[config.mk]
export PLATFORM = sky130hd
export DESIGN_NAME = bvh_traversal_ctrl_flat
export DESIGN_NICKNAME = d
export VERILOG_FILES = /design/src/rtl/bvh_traversal_ctrl_if.sv /design/src/rtl/bvh_traversal_ctrl.sv /design/src/flat_wrapper.sv
export SDC_FILE = /design/constraint.sdc
export NUM_CORES = 1
export LEC_CHECK = 0
export CAP_MARGIN = 20
export CORE_MARGIN = 1.5
export CORE_UTILIZATION = 42
export DETAILED_ROUTE_END_ITERATION = 10
export GPL_TIMING_DRIVEN = 1
export PLACE_DENSITY = 0.65
export SKIP_LAST_GASP = 1
export SLEW_MARGIN = 20
export SYNTH_ARGS = -nofsm -noshare
export SYNTH_HDL_FRONTEND = slang
export SYNTH_SLANG_ARGS = --single-unit
[constraint.sdc]
create_clock -name clk -period 10.9 [get_ports clk]
set_input_delay 2.18 -clock clk [delete_from_list [all_inputs] [get_ports clk]]
set_output_delay 2.18 -clock clk [all_outputs]
set_load 0.1 [all_outputs]
[src/rtl/bvh_traversal_ctrl_if.sv]
// Signal bundle joining the BVH traversal controller to ray setup, node memory,
// the combinational slab tester and the triangle stage; master = controller side.
interface bvh_traversal_ctrl_if #(
  parameter int NODE_AW = 10
);
  typedef struct packed {
    logic signed [23:0] x;
    logic signed [23:0] y;
    logic signed [23:0] z;
  } vec3_t;

  typedef struct packed {
    logic signed [23:0] tmin;
    logic signed [23:0] tmax;
  } vec2_t;

  typedef struct packed {
    vec3_t lo;
    vec3_t hi;
  } bbox_t;

  logic               ray_valid;
  logic               ray_ready;
  vec3_t              ray_orig;
  vec3_t              inv_ray_dir;
  vec2_t              t_range;

  vec3_t              isect_orig;
  vec3_t              isect_inv_dir;
  bbox_t              isect_box;
  vec2_t              isect_range;
  logic               isect_hit;
  vec2_t              isect_range_out;

  logic               node_req;
  logic [NODE_AW-1:0] node_addr;
  logic               node_rvalid;
  bbox_t              node_box;
  logic               node_leaf;
  logic [NODE_AW-1:0] node_child;
  logic [15:0]        node_prim_base;
  logic [3:0]         node_prim_cnt;

  logic               leaf_valid;
  logic               leaf_ready;
  logic [15:0]        leaf_prim_base;
  logic [3:0]         leaf_prim_cnt;
  vec2_t              leaf_range;

  logic               done;
  logic               overflow;

  modport master (
    input  ray_valid, ray_orig, inv_ray_dir, t_range,
    output ray_ready,
    output isect_orig, isect_inv_dir, isect_box, isect_range,
    input  isect_hit, isect_range_out,
    output node_req, node_addr,
    input  node_rvalid, node_box, node_leaf, node_child, node_prim_base, node_prim_cnt,
    output leaf_valid, leaf_prim_base, leaf_prim_cnt, leaf_range,
    input  leaf_ready,
    output done, overflow
  );

  modport slave (
    output ray_valid, ray_orig, inv_ray_dir, t_range,
    input  ray_ready,
    input  isect_orig, isect_inv_dir, isect_box, isect_range,
    output isect_hit, isect_range_out,
    input  node_req, node_addr,
    output node_rvalid, node_box, node_leaf, node_child, node_prim_base, node_prim_cnt,
    input  leaf_valid, leaf_prim_base, leaf_prim_cnt, leaf_range,
    output leaf_ready,
    input  done, overflow
  );
endinterface

[src/rtl/bvh_traversal_ctrl.sv]
// Depth-first BVH walker for one ray at a time; root miss with 1-cycle memory finishes 6 cycles after accept.
// Backpressure: new rays only in IDLE; leaf outputs held stable until leaf_ready; waits indefinitely on node_rvalid.
module bvh_traversal_ctrl #(
  parameter int NODE_AW     = 10,
  parameter int STACK_DEPTH = 16
) (
  input  logic                 clk,
  input  logic                 rst_n,
  bvh_traversal_ctrl_if.master bus
);
  localparam int SIW = $clog2(STACK_DEPTH);
  localparam int SPW = SIW + 1;

  typedef struct packed {
    logic signed [23:0] x;
    logic signed [23:0] y;
    logic signed [23:0] z;
  } vec3_t;

  typedef struct packed {
    logic signed [23:0] tmin;
    logic signed [23:0] tmax;
  } vec2_t;

  typedef struct packed {
    vec3_t lo;
    vec3_t hi;
  } bbox_t;

  typedef struct packed {
    logic [NODE_AW-1:0] node;
    vec2_t              range;
  } stk_ent_t;

  typedef enum logic [2:0] {
    S_IDLE, S_FETCH, S_WAIT, S_TEST, S_DECIDE, S_EMIT, S_POP, S_DONE
  } state_t;

  state_t             state_q, state_d;
  vec3_t              orig_q, inv_q;
  bbox_t              box_q;
  vec2_t              cur_range_q, hit_range_q;
  logic [NODE_AW-1:0] cur_node_q, child_q;
  logic               leaf_q, hit_q, overflow_q;
  logic [15:0]        prim_base_q;
  logic [3:0]         prim_cnt_q;
  logic [SPW-1:0]     sp_q;
  stk_ent_t           stack_mem [STACK_DEPTH];

  logic               stack_full, stack_empty, descend, push_en;
  logic               ray_ready_c, node_req_c, leaf_valid_c, done_c;
  stk_ent_t           stack_top;

  assign stack_full  = (sp_q == SPW'(STACK_DEPTH));
  assign stack_empty = (sp_q == '0);
  assign stack_top   = stack_mem[SIW'(sp_q - 1'b1)];
  assign descend     = (state_q == S_DECIDE) && hit_q && !leaf_q;
  // A full stack drops the right child but the left descent still proceeds.
  assign push_en     = descend && !stack_full;

  always_ff @(posedge clk or negedge rst_n) begin
    if (!rst_n) state_q <= S_IDLE;
    else        state_q <= state_d;
  end

  always_comb begin
    state_d      = state_q;
    ray_ready_c  = 1'b0;
    node_req_c   = 1'b0;
    leaf_valid_c = 1'b0;
    done_c       = 1'b0;
    case (state_q)
      S_IDLE: begin
        ray_ready_c = 1'b1;
        if (bus.ray_valid) state_d = S_FETCH;
      end
      S_FETCH: begin
        node_req_c = 1'b1;
        state_d    = S_WAIT;
      end
      S_WAIT:   if (bus.node_rvalid) state_d = S_TEST;
      S_TEST:   state_d = S_DECIDE;
      S_DECIDE: begin
        if (!hit_q)      state_d = S_POP;
        else if (leaf_q) state_d = S_EMIT;
        else             state_d = S_FETCH;
      end
      S_EMIT: begin
        leaf_valid_c = 1'b1;
        if (bus.leaf_ready) state_d = S_POP;
      end
      S_POP:    state_d = stack_empty ? S_DONE : S_FETCH;
      S_DONE: begin
        done_c  = 1'b1;
        state_d = S_IDLE;
      end
      default:  state_d = S_IDLE;
    endcase
  end

  always_ff @(posedge clk or negedge rst_n) begin
    if (!rst_n) begin
      orig_q      <= '0;
      inv_q       <= '0;
      box_q       <= '0;
      cur_range_q <= '0;
      hit_range_q <= '0;
      cur_node_q  <= '0;
      child_q     <= '0;
      leaf_q      <= 1'b0;
      hit_q       <= 1'b0;
      overflow_q  <= 1'b0;
      prim_base_q <= '0;
      prim_cnt_q  <= '0;
      sp_q        <= '0;
    end else begin
      case (state_q)
        S_IDLE: if (bus.ray_valid) begin
          orig_q      <= bus.ray_orig;
          inv_q       <= bus.inv_ray_dir;
          cur_range_q <= bus.t_range;
          cur_node_q  <= '0;
          overflow_q  <= 1'b0;
        end
        S_WAIT: if (bus.node_rvalid) begin
          box_q       <= bus.node_box;
          leaf_q      <= bus.node_leaf;
          child_q     <= bus.node_child;
          prim_base_q <= bus.node_prim_base;
          prim_cnt_q  <= bus.node_prim_cnt;
        end
        S_TEST: begin
          hit_q       <= bus.isect_hit;
          hit_range_q <= bus.isect_range_out;
        end
        S_DECIDE: if (descend) begin
          cur_node_q  <= child_q;
          cur_range_q <= hit_range_q;
          if (stack_full) overflow_q <= 1'b1;
          else            sp_q       <= sp_q + 1'b1;
        end
        S_POP: if (!stack_empty) begin
          cur_node_q  <= stack_top.node;
          cur_range_q <= stack_top.range;
          sp_q        <= sp_q - 1'b1;
        end
        default: ;
      endcase
    end
  end

  // Entries past sp_q are dead, so the storage itself needs no reset.
  always_ff @(posedge clk) begin
    if (push_en) begin
      stack_mem[SIW'(sp_q)].node  <= NODE_AW'(child_q + 1'b1);
      stack_mem[SIW'(sp_q)].range <= hit_range_q;
    end
  end

  assign bus.ray_ready      = ray_ready_c;
  assign bus.node_req       = node_req_c;
  assign bus.node_addr      = cur_node_q;
  assign bus.isect_orig     = orig_q;
  assign bus.isect_inv_dir  = inv_q;
  assign bus.isect_box      = box_q;
  assign bus.isect_range    = cur_range_q;
  assign bus.leaf_valid     = leaf_valid_c;
  assign bus.leaf_prim_base = prim_base_q;
  assign bus.leaf_prim_cnt  = prim_cnt_q;
  assign bus.leaf_range     = hit_range_q;
  assign bus.done           = done_c;
  assign bus.overflow       = overflow_q;
endmodule

[src/flat_wrapper.sv]
// flat-port wrapper written by rule: the top's interface ports become plain ports
module bvh_traversal_ctrl_flat 
#(
  parameter int NODE_AW     = 10,
  parameter int STACK_DEPTH = 16
)
  (clk, rst_n, bus_ray_valid, bus_ray_orig, bus_inv_ray_dir, bus_t_range, bus_ray_ready, bus_isect_orig, bus_isect_inv_dir, bus_isect_box, bus_isect_range, bus_isect_hit, bus_isect_range_out, bus_node_req, bus_node_addr, bus_node_rvalid, bus_node_box, bus_node_leaf, bus_node_child, bus_node_prim_base, bus_node_prim_cnt, bus_leaf_valid, bus_leaf_prim_base, bus_leaf_prim_cnt, bus_leaf_range, bus_leaf_ready, bus_done, bus_overflow);
  bvh_traversal_ctrl_if #(.NODE_AW(NODE_AW)) bus_i ();
  input  logic clk;
  input  logic rst_n;
  input wire logic [$bits(bus_i.ray_valid)-1:0] bus_ray_valid;
  input wire logic [$bits(bus_i.ray_orig)-1:0] bus_ray_orig;
  input wire logic [$bits(bus_i.inv_ray_dir)-1:0] bus_inv_ray_dir;
  input wire logic [$bits(bus_i.t_range)-1:0] bus_t_range;
  output wire logic [$bits(bus_i.ray_ready)-1:0] bus_ray_ready;
  output wire logic [$bits(bus_i.isect_orig)-1:0] bus_isect_orig;
  output wire logic [$bits(bus_i.isect_inv_dir)-1:0] bus_isect_inv_dir;
  output wire logic [$bits(bus_i.isect_box)-1:0] bus_isect_box;
  output wire logic [$bits(bus_i.isect_range)-1:0] bus_isect_range;
  input wire logic [$bits(bus_i.isect_hit)-1:0] bus_isect_hit;
  input wire logic [$bits(bus_i.isect_range_out)-1:0] bus_isect_range_out;
  output wire logic [$bits(bus_i.node_req)-1:0] bus_node_req;
  output wire logic [$bits(bus_i.node_addr)-1:0] bus_node_addr;
  input wire logic [$bits(bus_i.node_rvalid)-1:0] bus_node_rvalid;
  input wire logic [$bits(bus_i.node_box)-1:0] bus_node_box;
  input wire logic [$bits(bus_i.node_leaf)-1:0] bus_node_leaf;
  input wire logic [$bits(bus_i.node_child)-1:0] bus_node_child;
  input wire logic [$bits(bus_i.node_prim_base)-1:0] bus_node_prim_base;
  input wire logic [$bits(bus_i.node_prim_cnt)-1:0] bus_node_prim_cnt;
  output wire logic [$bits(bus_i.leaf_valid)-1:0] bus_leaf_valid;
  output wire logic [$bits(bus_i.leaf_prim_base)-1:0] bus_leaf_prim_base;
  output wire logic [$bits(bus_i.leaf_prim_cnt)-1:0] bus_leaf_prim_cnt;
  output wire logic [$bits(bus_i.leaf_range)-1:0] bus_leaf_range;
  input wire logic [$bits(bus_i.leaf_ready)-1:0] bus_leaf_ready;
  output wire logic [$bits(bus_i.done)-1:0] bus_done;
  output wire logic [$bits(bus_i.overflow)-1:0] bus_overflow;
  assign bus_i.ray_valid = bus_ray_valid;
  assign bus_i.ray_orig = bus_ray_orig;
  assign bus_i.inv_ray_dir = bus_inv_ray_dir;
  assign bus_i.t_range = bus_t_range;
  assign bus_ray_ready = bus_i.ray_ready;
  assign bus_isect_orig = bus_i.isect_orig;
  assign bus_isect_inv_dir = bus_i.isect_inv_dir;
  assign bus_isect_box = bus_i.isect_box;
  assign bus_isect_range = bus_i.isect_range;
  assign bus_i.isect_hit = bus_isect_hit;
  assign bus_i.isect_range_out = bus_isect_range_out;
  assign bus_node_req = bus_i.node_req;
  assign bus_node_addr = bus_i.node_addr;
  assign bus_i.node_rvalid = bus_node_rvalid;
  assign bus_i.node_box = bus_node_box;
  assign bus_i.node_leaf = bus_node_leaf;
  assign bus_i.node_child = bus_node_child;
  assign bus_i.node_prim_base = bus_node_prim_base;
  assign bus_i.node_prim_cnt = bus_node_prim_cnt;
  assign bus_leaf_valid = bus_i.leaf_valid;
  assign bus_leaf_prim_base = bus_i.leaf_prim_base;
  assign bus_leaf_prim_cnt = bus_i.leaf_prim_cnt;
  assign bus_leaf_range = bus_i.leaf_range;
  assign bus_i.leaf_ready = bus_leaf_ready;
  assign bus_done = bus_i.done;
  assign bus_overflow = bus_i.overflow;
  bvh_traversal_ctrl #(.NODE_AW(NODE_AW), .STACK_DEPTH(STACK_DEPTH)) u_core (.clk(clk), .rst_n(rst_n), .bus(bus_i));
endmodule
==> summary.txt <==
Clock network
  – Later-pin clock latency in the skew report: 0.77 ns
  – Post-CTS setup buffer count: 0
  – H-tree levels: 4
  – CTS sink count: ~1400
  – Root Driver: clkbuf_16
  – Clock Pin Slew Worst Setup and Hold Paths: around 0.060 ns
  – Clock Path Buffers: 3
  – CTS Buf Count: 143
  – CTS Hold Buffers Added: 0
  – CTS tree: built
  – Post-CTS sizing: 0

Run status
  – Outcome: complete, no violations

Global route
  – Gr usage total: 23.2%
  – Total grt overflow: 0
  – Initial antenna violation count: 26
  – Largest net degree at the start of global routing: 146
  – Vias in the first global route: 28500
  – First-pass GRT wire length: 209000 microns

Drt
  – # DRC: 0
  – Vias per cell: approximately 5.5
  – Final ANT Viol Nets: 0
  – DRT iter0 DRCs: between 2000 and 3000
  – Drt total wl: 149000 microns
  – Via count: approximately 28000
  – Drt wl/cell: between 20 and 30 microns
  – Pre-antenna DRT Iters: 5

Placement
  – DP Wirelength: 94100 microns
  – PortBufs: about 840
  – RePlAce Congestion: 0.888

Critical path
  – Max FO, Critical Path: 54
  – CP arrival: 3.32 ns
  – Crit Path Category: reg -> out
  – Register-to-Register Path Depth: 6
  – Crit end category: output port
  – CP Launch Type: register
  – R2R Path Start: u_core.sp_q[0]
  – Crit path required time: 8.72 ns
  – R2r endpoint: u_core.bus.isect_range[35]
  – R2r setup slk: around 6.3 ns

Hold path
  – Hold Startpoint: u_core.bus.isect_box[69]
  – Worst hold path class: reg -> reg
  – Hold Path End: u_core.bus.isect_box[69]
  – Hold path depth: 1

Timing
  – Relative max-transition margin: 8.53%
  – FMAX: 0.182 GHz
  – Setup total negative slack: 0 ns
  – Setup Skew: 0.0237 ns
  – Period Utilization, post-route: between 50% and 60%
  – Minimum clock period: 5.50 ns
  – RSZ-0062 raised after global routing: false
  – Final hold vios: 0
  – Final setup violation count: 0
  – Least-Margin Pin Slew: 1.37 ns
  – Fin. max-slew vios: 0

Synthesis
  – Synth top area cells: edfxtp_1 53%, dfrtp_1 21%, mux4_2 12%
  – Most frequent cells after synthesis: 928 x edfxtp_1, 435 x dfrtp_1, 369 x mux2_2
  – Sequential share of the synthesized area: 74.0%
  – YS warnings: 0
  – Most used DFF post-synth: edfxtp_1
  – #FFs+latches synth: 1363
  – Async SR Flop Fraction: about a third
  – Leading area contributor after synthesis: edfxtp_1
  – Cell count after synthesis: 2533
  – Synthesized Nets: between 2000 and 3000
  – Top-count cell post-synth: edfxtp_1
  – Distinct cells, synth: 49
  – Top-area cell type share of the netlist area: 53.2%
  – Post-synth EDFFs: 928
  – Syn_area_per_cell: 20.7 sq um
  – Post-synthesis cell area: 52300 sq um

Cells and area
  – Fill cells: 9647
  – Layout cells sized above 1: 26.3%
  – Nets: approximately 3800
  – Synth-to-layout area growth: 28.5%

Floorplan
  – Die area: between 100000 and 150000 sq um
  – Ports: between 800 and 900
  – Die H: ~360 microns
  – Die width: between 300 and 400 microns
  – Core ar.: ~120000 sq um
  – Initial core utilization: 42.3%
  – Row cnt: 129

Flow run
  – Max_cap viols: 0
## routing by layer
layer,share of wire (%),GRT usage (%)
met5,0.027,0
met3,8.8,6.82
met1,42,32.0
met4,2.1,6.20
met2,47,36.1
## worst max path at each step
stage                           start                    endpoint  slack (ns)
floorplan           u_core.state_q[1]               bus_ray_ready        5.64
global placement      bus_node_rvalid    u_core.bus.isect_box[87]        6.20
detailed placement      bus_ray_valid  u_core.bus.isect_range[31]        6.16
CTS                 u_core.state_q[1]                    bus_done        5.38
global route        u_core.state_q[1]                    bus_done        5.30
finish              u_core.state_q[1]                    bus_done        5.40
## cell families (layout without fill, tap and decap cells)
logic type	after synthesis	in the layout	share of synthesized area [%]
compound gates	166	166	2.34
xor+xnor	16	16	0.268
fa+ha+maj	5	5	0.120
buf+inv	157	1150	1.49
flops	1363	1363	74.0
mux	651	651	19.9
other cells	0	7	0
simple gates	175	175	1.85
## registers in the layout, summed over array words and instances (netlist names)
signal,flops
u_core.bus.overflow,1
u_core.bus.isect_inv_dir,72
u_core.sp_q,5
u_core.bus.isect_range,48
u_core.bus.leaf_range,48
u_core.stack_mem,928
u_core.state_q,3
u_core.bus.node_addr,10
u_core.bus.isect_box,144
u_core.child_q,10
u_core.leaf_q,1
u_core.bus.isect_orig,72
u_core.bus.leaf_prim_cnt,4
u_core.hit_q,1
u_core.bus.leaf_prim_base,16
## cell type report
| class | instances | area, sq um | share of cell area [%] |
|---|---|---|---|
| Timing Repair Buffer | 878 | 8740 | 13.0 |
| Clock inverter | 48 | 462 | 0.687 |
| Antenna cell | 7 | 17.5 | 0.0261 |
| Multi-Input combinational cell | 1013 | 13000 | 19.4 |
| Inverter | 7 | 26.3 | 0.0391 |
| Sequential cell | 1363 | 38800 | 57.6 |
| Clock buffer | 217 | 4150 | 6.17 |
| Tap cell | 1637 | 2050 | 3.05 |
## worst max-delay path, cell delays in order, from the launching register on
cell	delay (ns)
dfrtp_2	0.49
buf_4	0.61
and3_1	0.27
clkdlybuf4s50_1	1.13
## cell usage in the layout, fill, tap and decap left out, types with 34 or more instances in the layout
master	synthesis	routed
a221o_1	57	56
nor3b_1	47	47
clkbuf_16	0	147
nor2_1	65	55
mux4_2	272	272
buf_4	2	34
mux2_2	369	369
dfrtp_1	435	433
a21oi_1	61	61
edfxtp_1	928	928
clkdlybuf4s50_1	0	831
clkbuf_1	79	49
## per-stage QoR
stage          cells  setup slack (ns)  instance area (sq um)  util, %  hold WS [ns]
3_5_place_dp    4897              6.16                  62600     50.6         0.494
3_3_place_gp    4897              6.20                  62600     50.6         0.488
2_1_floorplan   2533              5.64                  52300        -         0.495
6_report        5170              5.40                  67200     54.4         0.503
5_1_grt         5166              5.30                  67200     54.4         0.516
4_1_cts         5162              5.38                  67200     54.3         0.507
Power is not shown: default switching activity piles up to over one toggle a cycle in this logic, so the estimate is an artifact.
